### config.mk
export PLATFORM = sky130hd
export DESIGN_NAME = cam_cfg_seq
export DESIGN_NICKNAME = d
export VERILOG_FILES = /design/src/rtl/cam_cfg_pkg.sv /design/src/rtl/cfg_timer.sv /design/src/rtl/cam_cfg_seq.sv
export SDC_FILE = /design/constraint.sdc
export NUM_CORES = 1
export LEC_CHECK = 0
export BUFFER_PORTS_ARGS = -buffer_cell sky130_fd_sc_hd__buf_2
export CORE_MARGIN = 1
export CORE_UTILIZATION = 54
export DETAILED_ROUTE_END_ITERATION = 10
export PLACE_DENSITY = 0.78
export SLEW_MARGIN = 20
export SYNTH_ARGS = -nofsm -noshare
export SYNTH_HDL_FRONTEND = slang
export SYNTH_SLANG_ARGS = --single-unit
### constraint.sdc
create_clock -name clk_100 -period 5.2 [get_ports clk_100]
set_clock_uncertainty 0.1 [all_clocks]
set_input_delay 0.52 -clock clk_100 [delete_from_list [all_inputs] [get_ports clk_100]]
set_output_delay 0.52 -clock clk_100 [all_outputs]
set_load 0.005 [all_outputs]
### src/rtl/cam_cfg_pkg.sv
// Shared types and constants for the camera configuration sequencer.
// Holds the FSM state enum, table word encodings and the delay-length helper.
package cam_cfg_pkg;

   typedef enum logic [3:0] {
      ST_IDLE,
      ST_PWRUP,
      ST_FETCH,
      ST_LOAD,
      ST_REQ,
      ST_WAIT_ACK,
      ST_DELAY,
      ST_GAP,
      ST_DONE,
      ST_ERR
   } state_t;

   localparam logic [31:0] CFG_END     = 32'hFFFF_FFFF;
   localparam logic [7:0]  CFG_DLY_TAG = 8'hFE;
   localparam int          DLY_HI      = 15;
   localparam int          DLY_LO      = 0;

   // Delay length in cycles: a zero count still waits one cycle, and the
   // product saturates instead of wrapping when it overflows 32 bits.
   function automatic logic [31:0] dly_cycles(
      input logic [15:0] cnt,
      input logic [31:0] unit
   );
      logic [47:0] p;
      p = {32'b0, cnt} * {16'b0, unit};
      if (p == '0)
         return 32'd1;
      if (|p[47:32])
         return 32'hFFFF_FFFF;
      return p[31:0];
   endfunction

endpackage

### src/rtl/cfg_timer.sv
// Loadable 32-bit down-counter shared by every wait state of the sequencer.
// Ports: clk_100/rst_100, load + load_val to (re)arm, expired on the last cycle.
module cfg_timer (
   input  logic        clk_100,
   input  logic        rst_100,
   input  logic        load,
   input  logic [31:0] load_val,
   output logic        expired
);

   logic [31:0] cnt_q;

   always_ff @(posedge clk_100) begin
      if (rst_100)
         cnt_q <= '0;
      else if (load)
         cnt_q <= load_val;
      else if (cnt_q != '0)
         cnt_q <= cnt_q - 32'd1;
   end

   // Loading N makes the owning state last exactly N cycles.
   assign expired = (cnt_q <= 32'd1);

endmodule

### src/rtl/cam_cfg_seq.sv
// Camera register-configuration sequencer: walks an external table of I2C
// words, handing each to the byte sender via i2c_req/i2c_ack.
// Ports: clk_100/rst_100, start, cfg_addr/cfg_rdata table port,
// cfg_data/i2c_req/i2c_ack sender handshake, busy/done/err status, reg_idx.
module cam_cfg_seq
   import cam_cfg_pkg::*;
#(
   parameter int N_REGS         = 256,
   parameter int PWRUP_CYCLES   = 2_000_000,
   parameter int GAP_CYCLES     = 10_000,
   parameter int TIMEOUT_CYCLES = 1_000_000,
   parameter int DLY_UNIT       = 1000,
   localparam int IW            = $clog2(N_REGS)
) (
   input  logic          clk_100,
   input  logic          rst_100,
   input  logic          start,
   output logic [IW-1:0] cfg_addr,
   input  logic [31:0]   cfg_rdata,
   output logic [31:0]   cfg_data,
   output logic          i2c_req,
   input  logic          i2c_ack,
   output logic          busy,
   output logic          done,
   output logic          err,
   output logic [IW-1:0] reg_idx
);

   localparam logic [IW-1:0] LAST = IW'(N_REGS - 1);

   state_t        state_q;
   state_t        state_d;
   logic [IW-1:0] idx_q;
   logic [31:0]   data_q;
   logic          tmr_ld;
   logic [31:0]   tmr_val;
   logic          tmr_exp;
   logic          idx_clr;
   logic          idx_inc;
   logic          data_ld;

   cfg_timer u_timer (
      .clk_100  (clk_100),
      .rst_100  (rst_100),
      .load     (tmr_ld),
      .load_val (tmr_val),
      .expired  (tmr_exp)
   );

   always_ff @(posedge clk_100) begin
      if (rst_100) begin
         state_q <= ST_IDLE;
         idx_q   <= '0;
         data_q  <= '0;
      end else begin
         state_q <= state_d;
         if (idx_clr)
            idx_q <= '0;
         else if (idx_inc)
            idx_q <= idx_q + 1'b1;
         if (data_ld)
            data_q <= cfg_rdata;
      end
   end

   always_comb begin
      state_d = state_q;
      tmr_ld  = 1'b0;
      tmr_val = '0;
      idx_clr = 1'b0;
      idx_inc = 1'b0;
      data_ld = 1'b0;
      unique case (state_q)
         ST_IDLE, ST_DONE, ST_ERR: begin
            if (start) begin
               state_d = ST_PWRUP;
               idx_clr = 1'b1;
               tmr_ld  = 1'b1;
               tmr_val = 32'(PWRUP_CYCLES);
            end
         end
         ST_PWRUP: begin
            if (tmr_exp)
               state_d = ST_FETCH;
         end
         ST_FETCH: state_d = ST_LOAD;
         ST_LOAD: begin
            if (cfg_rdata == CFG_END) begin
               state_d = ST_DONE;
            end else if (cfg_rdata[31:24] == CFG_DLY_TAG) begin
               state_d = ST_DELAY;
               tmr_ld  = 1'b1;
               tmr_val = dly_cycles(cfg_rdata[DLY_HI:DLY_LO],
                                    32'(DLY_UNIT));
            end else begin
               state_d = ST_REQ;
               data_ld = 1'b1;
            end
         end
         ST_REQ: begin
            state_d = ST_WAIT_ACK;
            tmr_ld  = 1'b1;
            tmr_val = 32'(TIMEOUT_CYCLES);
         end
         ST_WAIT_ACK: begin
            // An ack on the final timeout cycle still counts.
            if (i2c_ack) begin
               state_d = ST_GAP;
               tmr_ld  = 1'b1;
               tmr_val = 32'(GAP_CYCLES);
            end else if (tmr_exp) begin
               state_d = ST_ERR;
            end
         end
         ST_DELAY, ST_GAP: begin
            if (tmr_exp) begin
               if (idx_q == LAST) begin
                  state_d = ST_DONE;
               end else begin
                  state_d = ST_FETCH;
                  idx_inc = 1'b1;
               end
            end
         end
         default: state_d = ST_IDLE;
      endcase
   end

   assign cfg_addr = idx_q;
   assign reg_idx  = idx_q;
   assign cfg_data = data_q;
   assign i2c_req  = (state_q == ST_REQ);
   assign done     = (state_q == ST_DONE);
   assign err      = (state_q == ST_ERR);
   assign busy     = !(state_q == ST_IDLE ||
                       state_q == ST_DONE ||
                       state_q == ST_ERR);

endmodule

# Word-level counts from Yosys, hierarchy flattened
# Cells that the tools add are included.
[word_totals]
reg_bits = 76
out_inout_bits = 52
ram_bits = 0
rom_bits = 0
input_bits = 36
latchBits = 0
n_memories = 0
[op_classes]
n_eq_ne = 16
reduce_logical = 11
n_div = 0
shift = 0
n_mul = 1
muxes = 34
bitwise = 0
n_addsub = 2
order_cmp = 1
[op_table]
columns = ["operator", "count"]
rows = [
  ["32-bit two-way mux", 6],
  ["32-bit case mux with 4 select lines", 1],
  ["32-bit equality test (second input constant)", 1],
  ["32-bit by 1-bit less-or-equal comparator with 1-bit output (second input constant)", 1],
  ["32-bit nonzero test", 1],
  ["32-bit by 1-bit subtractor with 32-bit output (second input constant)", 1],
  ["4-bit two-way mux", 7],
  ["4-bit case mux with 7 select lines", 1],
  ["26-bit logical NOT", 1],
  ["16-bit by 7-bit multiplier with 23-bit output (second input constant)", 1],
  ["21-bit two-way mux", 1],
  ["4-bit by 3-bit equality test with 1-bit output (second input constant)", 4],
  ["8-bit equality test (second input constant)", 2],
  ["1-bit two-way mux", 15],
  ["14-bit two-way mux", 1],
  ["8-bit by 1-bit adder with 8-bit output (second input constant)", 1],
  ["4-bit by 2-bit equality test with 1-bit output (second input constant)", 2],
  ["4-bit equality test (second input constant)", 2],
  ["2-bit inequality test (second input constant)", 3],
  ["4-bit by 1-bit equality test with 1-bit output (second input constant)", 1],
  ["4-bit logical NOT", 1],
  ["1-bit case mux with 4 select lines", 1],
  ["4-bit AND reduction", 1],
  ["2-bit OR reduction", 2],
  ["other kinds (6)", 7],
]

# Logic depth before layout (Yosys ltp)
[depth]
word_depth = 11
ltp_mapped = 19
ltp_nobuf = 18

# Modules after synthesis
# Synthesis repeated with hierarchy kept, for this count alone.
[unflattened]
hier_cells = 841
area_unflattened_um2 = 7151.9
[by_module_without_submodules]
columns = ["mod", "instances", "area_per_inst_um2", "cells_each", "seq_area_each_um2"]
rows = [
  ["cam_cfg_seq", 1, 5178.7, 597, 880.8],
  ["cfg_timer", 1, 1973.1, 244, 640.6],
]

# Worst setup path before layout
# OpenSTA, ideal clock, no wires.
[synth_timing]
kind = "input to register"
start = "input cfg_rdata[5]"
end = "register u_timer.cnt_q[3]"
stages = 16
setup_time_ns = 0.117
t_arrival_ns = 5.204
required_time_ns = 4.983
slack_ns = -0.221
path_cell_list = "inv_1 > fa_1 > fa_1 > fa_1 > fa_1 > inv_1 > ha_1 > a21o_1 > or3_1 > o21ai_2 > a311o_1 > nand2_1 > xnor2_1 > or3_1 > or4_1 > a22o_1"
[synth_via]
elab_chain_cells = 11
elab_cells_between_ends = 15
classes_between = "mul: 1; eq/ne: 1; mux: 11; reduce/logical: 2"
[synth_lines]
columns = ["item", "line", "rtl"]
rows = [
  ["start, declared", "cam_cfg_seq.sv:19", "input logic [31:0] cfg_rdata,"],
  ["16-bit by 7-bit multiplier with 23-bit output", "cam_cfg_pkg.sv:30", "p = {32'b0, cnt} * {16'b0, unit};"],
  ["26-bit logical NOT", "cam_cfg_pkg.sv:31", "if (p == '0)"],
  ["1-bit two-way mux", "cam_cfg_pkg.sv:31", ""],
  ["1-bit two-way mux", "cam_cfg_seq.sv:90", "end else if (cfg_rdata[31:24] == CFG_DLY_TAG) begin"],
  ["1-bit two-way mux", "cam_cfg_seq.sv:88", "if (cfg_rdata == CFG_END) begin"],
  ["1-bit two-way mux", "cam_cfg_seq.sv:73", "unique case (state_q)"],
  ["32-bit two-way mux", "cam_cfg_pkg.sv:33", "if (|p[47:32])"],
  ["32-bit two-way mux", "cam_cfg_seq.sv:90", ""],
  ["32-bit two-way mux", "cam_cfg_seq.sv:88", ""],
  ["32-bit case mux with 4 select lines", "cam_cfg_seq.sv:73", ""],
  ["32-bit two-way mux", "cfg_timer.sv:16", "else if (load)"],
  ["end signal, assigned", "cfg_timer.sv:17", "cnt_q <= load_val;"],
  ["end signal, assigned", "cfg_timer.sv:19", "cnt_q <= cnt_q - 32'd1;"],
  ["end, declared", "cfg_timer.sv:11", "logic [31:0] cnt_q;"],
]
# Parallel ways exist; a longest one is shown, timed or not. The select of a mux whose other input is x is not followed.
# A chain may end at the register's enable or synchronous reset.

# Final worst setup path
# Same ends and word-level chain as after synthesis.

==> impl_metrics.tcl <==
set metrics [dict create \
    syn_inst 788 \
    p_leak_nw 4.04 \
    synth_commonest_cells "nor2_1 (115), inv_1 (93), dfxtp_1 (76)" \
    first_pass_iters 5 \
    yosys.area.top_type_share_pct 22.9 \
    synth-seq-cells 76 \
    power_mw 5.54 \
    syn_nets 934 \
    path_clk_slew_ps 60 \
    ys.flop_type "dfxtp_1" \
    finalSetupViolations 0 \
    hold_violations 0 \
    fin_ws_ps 4.29 \
    yosys_warnings 0 \
    cts_made_buffers 9 \
    post-dp-hpwl_mm 12.3 \
    place_ws_ps -301 \
    cts_tree "built" \
    cts_root_buffer "clkbuf_16" \
    synth_edf_count 0 \
    routed_wl_mm 16.8 \
    worstPathArrival_ps 5330 \
    peakVddDrop_v 0.000350 \
    finish.utilization_pct 69.1 \
    grt_pass1_vias 5706 \
    avgRoutedWirePerCell_um 15.4 \
    fin_crit_sh_pct 99.9 \
    ant_nets 0 \
    cp.required_ps 5340 \
    placementRows 40 \
    drc_errors 0 \
    final_nets 1083 \
    slew_viol_final 0 \
    synth.most_common_cell "nor2_1" \
    crit_path_start_kind "primary input" \
    placed_cells 1067 \
    maxCapViolations 0 \
    drive_above_1_share_pct 24.7 \
    viasPerCell 5.56 \
    insertion_delay_ps 350 \
    htreeDepth 3 \
    timing.fmax_ghz 0.192 \
    syn_area_sq_um 6650 \
    area_delta_synth_final_pct 24.8 \
    fin_setup_tns_ps 0 \
    die_w_um 113 \
    placed_area_sq_um 7770 \
    synth_area_per_cell_sq_um 8.44 \
    port_buffers 87 \
    cts.sinks 76 \
    gp_congestion 0.854 \
    power.density_nw_per_um2 667 \
    fin_hold_ws_ps 319 \
    n_antenna_cell 0 \
    rsz0062_at_grt "yes" \
    fin_cells 1089 \
    yosysSeqAreaShare_pct 22.9 \
    outcome "finished clean" \
    antenna_found_initial 0 \
    yosys-top-cells-area "dfxtp_1 (23%), fa_1 (16%), ha_1 (11%)" \
    io_pins 88 \
    grt_overflow 0 \
    period_minus_slack_ps 5200 \
    synth_top_cell_by_area "dfxtp_1" \
    hold_class "primary input to flip-flop" \
    dr.first_iter.drc_count 399 \
    die-area_sq_um 12800 \
    yosysUniqueCellTypes 66 \
    clk_path_buf_depth 2 \
    grt.total_usage_pct 26.0 \
    endpoint_kind "flip-flop" \
    dr_total_vias 6058 \
    crit_type "primary input to flip-flop" \
    cts_hold_buf 0 \
    grt_max_degree 49 \
    core_area_sq_um 12000 \
    worst_pin_slew_ps 886 \
    synthArstFlopShare_pct 0 \
    slew_headroom_pct 40.9 \
    initial_utilization_pct 55.4 \
    grt_pass1_wl_mm 26.4 \
    worst-path-max-fanout 5 \
    finalInstanceArea_sq_um 8300 \
    fp.dieH_um 113 \
]
[kinds of logic after synthesis]
| logic type | count (synthesis) | share of synthesized area (%) |
|---|---|---|
| simple gates | 268 | 19.8 |
| fa+ha+maj | 110 | 26.8 |
| mux | 18 | 2.71 |
| flops | 76 | 22.9 |
| buf+inv | 126 | 7.69 |
| compound gates | 143 | 13.9 |
| xor+xnor | 47 | 6.19 |
[routing by layer]
metal  share of wire [%]  vias to the layer above  global-route usage (%)
li1                    -                     2984                       -
met1                  44                     2912                    32.5
met2                  50                      135                    44.7
met3                 4.0                       27                    5.30
met4                 2.2                        0                    9.21
met5                   0                        -                       0
[area by class of cell]
cell class                      instances  area, sq um
Multi-Input combinational cell        586         4810
Fill cell                             932         3710
Sequential cell                        76         1520
Timing Repair Buffer                  171         1090
Inverter                               93          364
Clock buffer                           10          239
Tap cell                              147          184
Clock inverter                          6         96.3
[critical path, stage by stage]
cell	delay, ps
buf_2	110
clkinvlp_4	160
fa_1	510
fa_1	510
fa_1	490
inv_1	50
fa_1	450
ha_1	330
a211oi_2	300
o21bai_1	150
or3_1	310
o21ai_1	220
xnor2_1	140
or3_1	350
or4_4	530
a22o_1	210
[power by group]
group / leakage, nW / total, mW / internal [mW] / switching [mW]
clock: 0.161 / 0.711 / 0.439 / 0.272
combinational: 3.27 / 4.04 / 1.89 / 2.15
sequential: 0.617 / 0.794 / 0.690 / 0.104
[final timing paths]
path                                  from                             end  slack, ps  cells past startpoint
max                           cfg_rdata[5]   u_timer.cnt_q[3]$_SDFFE_PP0P_          4                     16
min                          cfg_rdata[18]       cfg_data[18]$_SDFFE_PP0P_        320                      3
max reg2reg  u_timer.cnt_q[2]$_SDFFE_PP0P_  u_timer.cnt_q[24]$_SDFFE_PP0P_       1980                      9
min reg2reg      cfg_data[10]$_SDFFE_PP0P_       cfg_data[10]$_SDFFE_PP0P_        380                      2
[repair_timing]
item | CTS | global route
buffers inserted | 0 | 6
endpoints found under the hold margin | 0 | 0
setup endpoints to repair | 1 | 3
gates resized for setup | 0 | 33
pin swaps | 2 | 32
[state kept, by name (all words and copies together), names as in the netlist]
| name | count |
|---|---|
| cfg_addr | 8 |
| cfg_data | 32 |
| state_q | 4 |
| u_timer.cnt_q | 32 |
[layout by cell type, fill, tap and decap left out, types with 7 or more instances in the layout]
master,instances
buf_4,83
fa_1,54
nor4_1,10
nand2_1,41
nand2b_1,8
xnor2_1,21
a31oi_1,8
nand4_1,9
clkbuf_16,9
nand3_1,16
a211oi_1,9
o21ai_0,18
a21oi_1,48
xor2_1,25
buf_2,85
a21o_1,10
inv_2,7
mux2i_1,18
nor3_1,21
or3_1,11
ha_1,51
dfxtp_1,76
inv_1,82
nor2_1,115
Power figures use the tool's default switching activity.
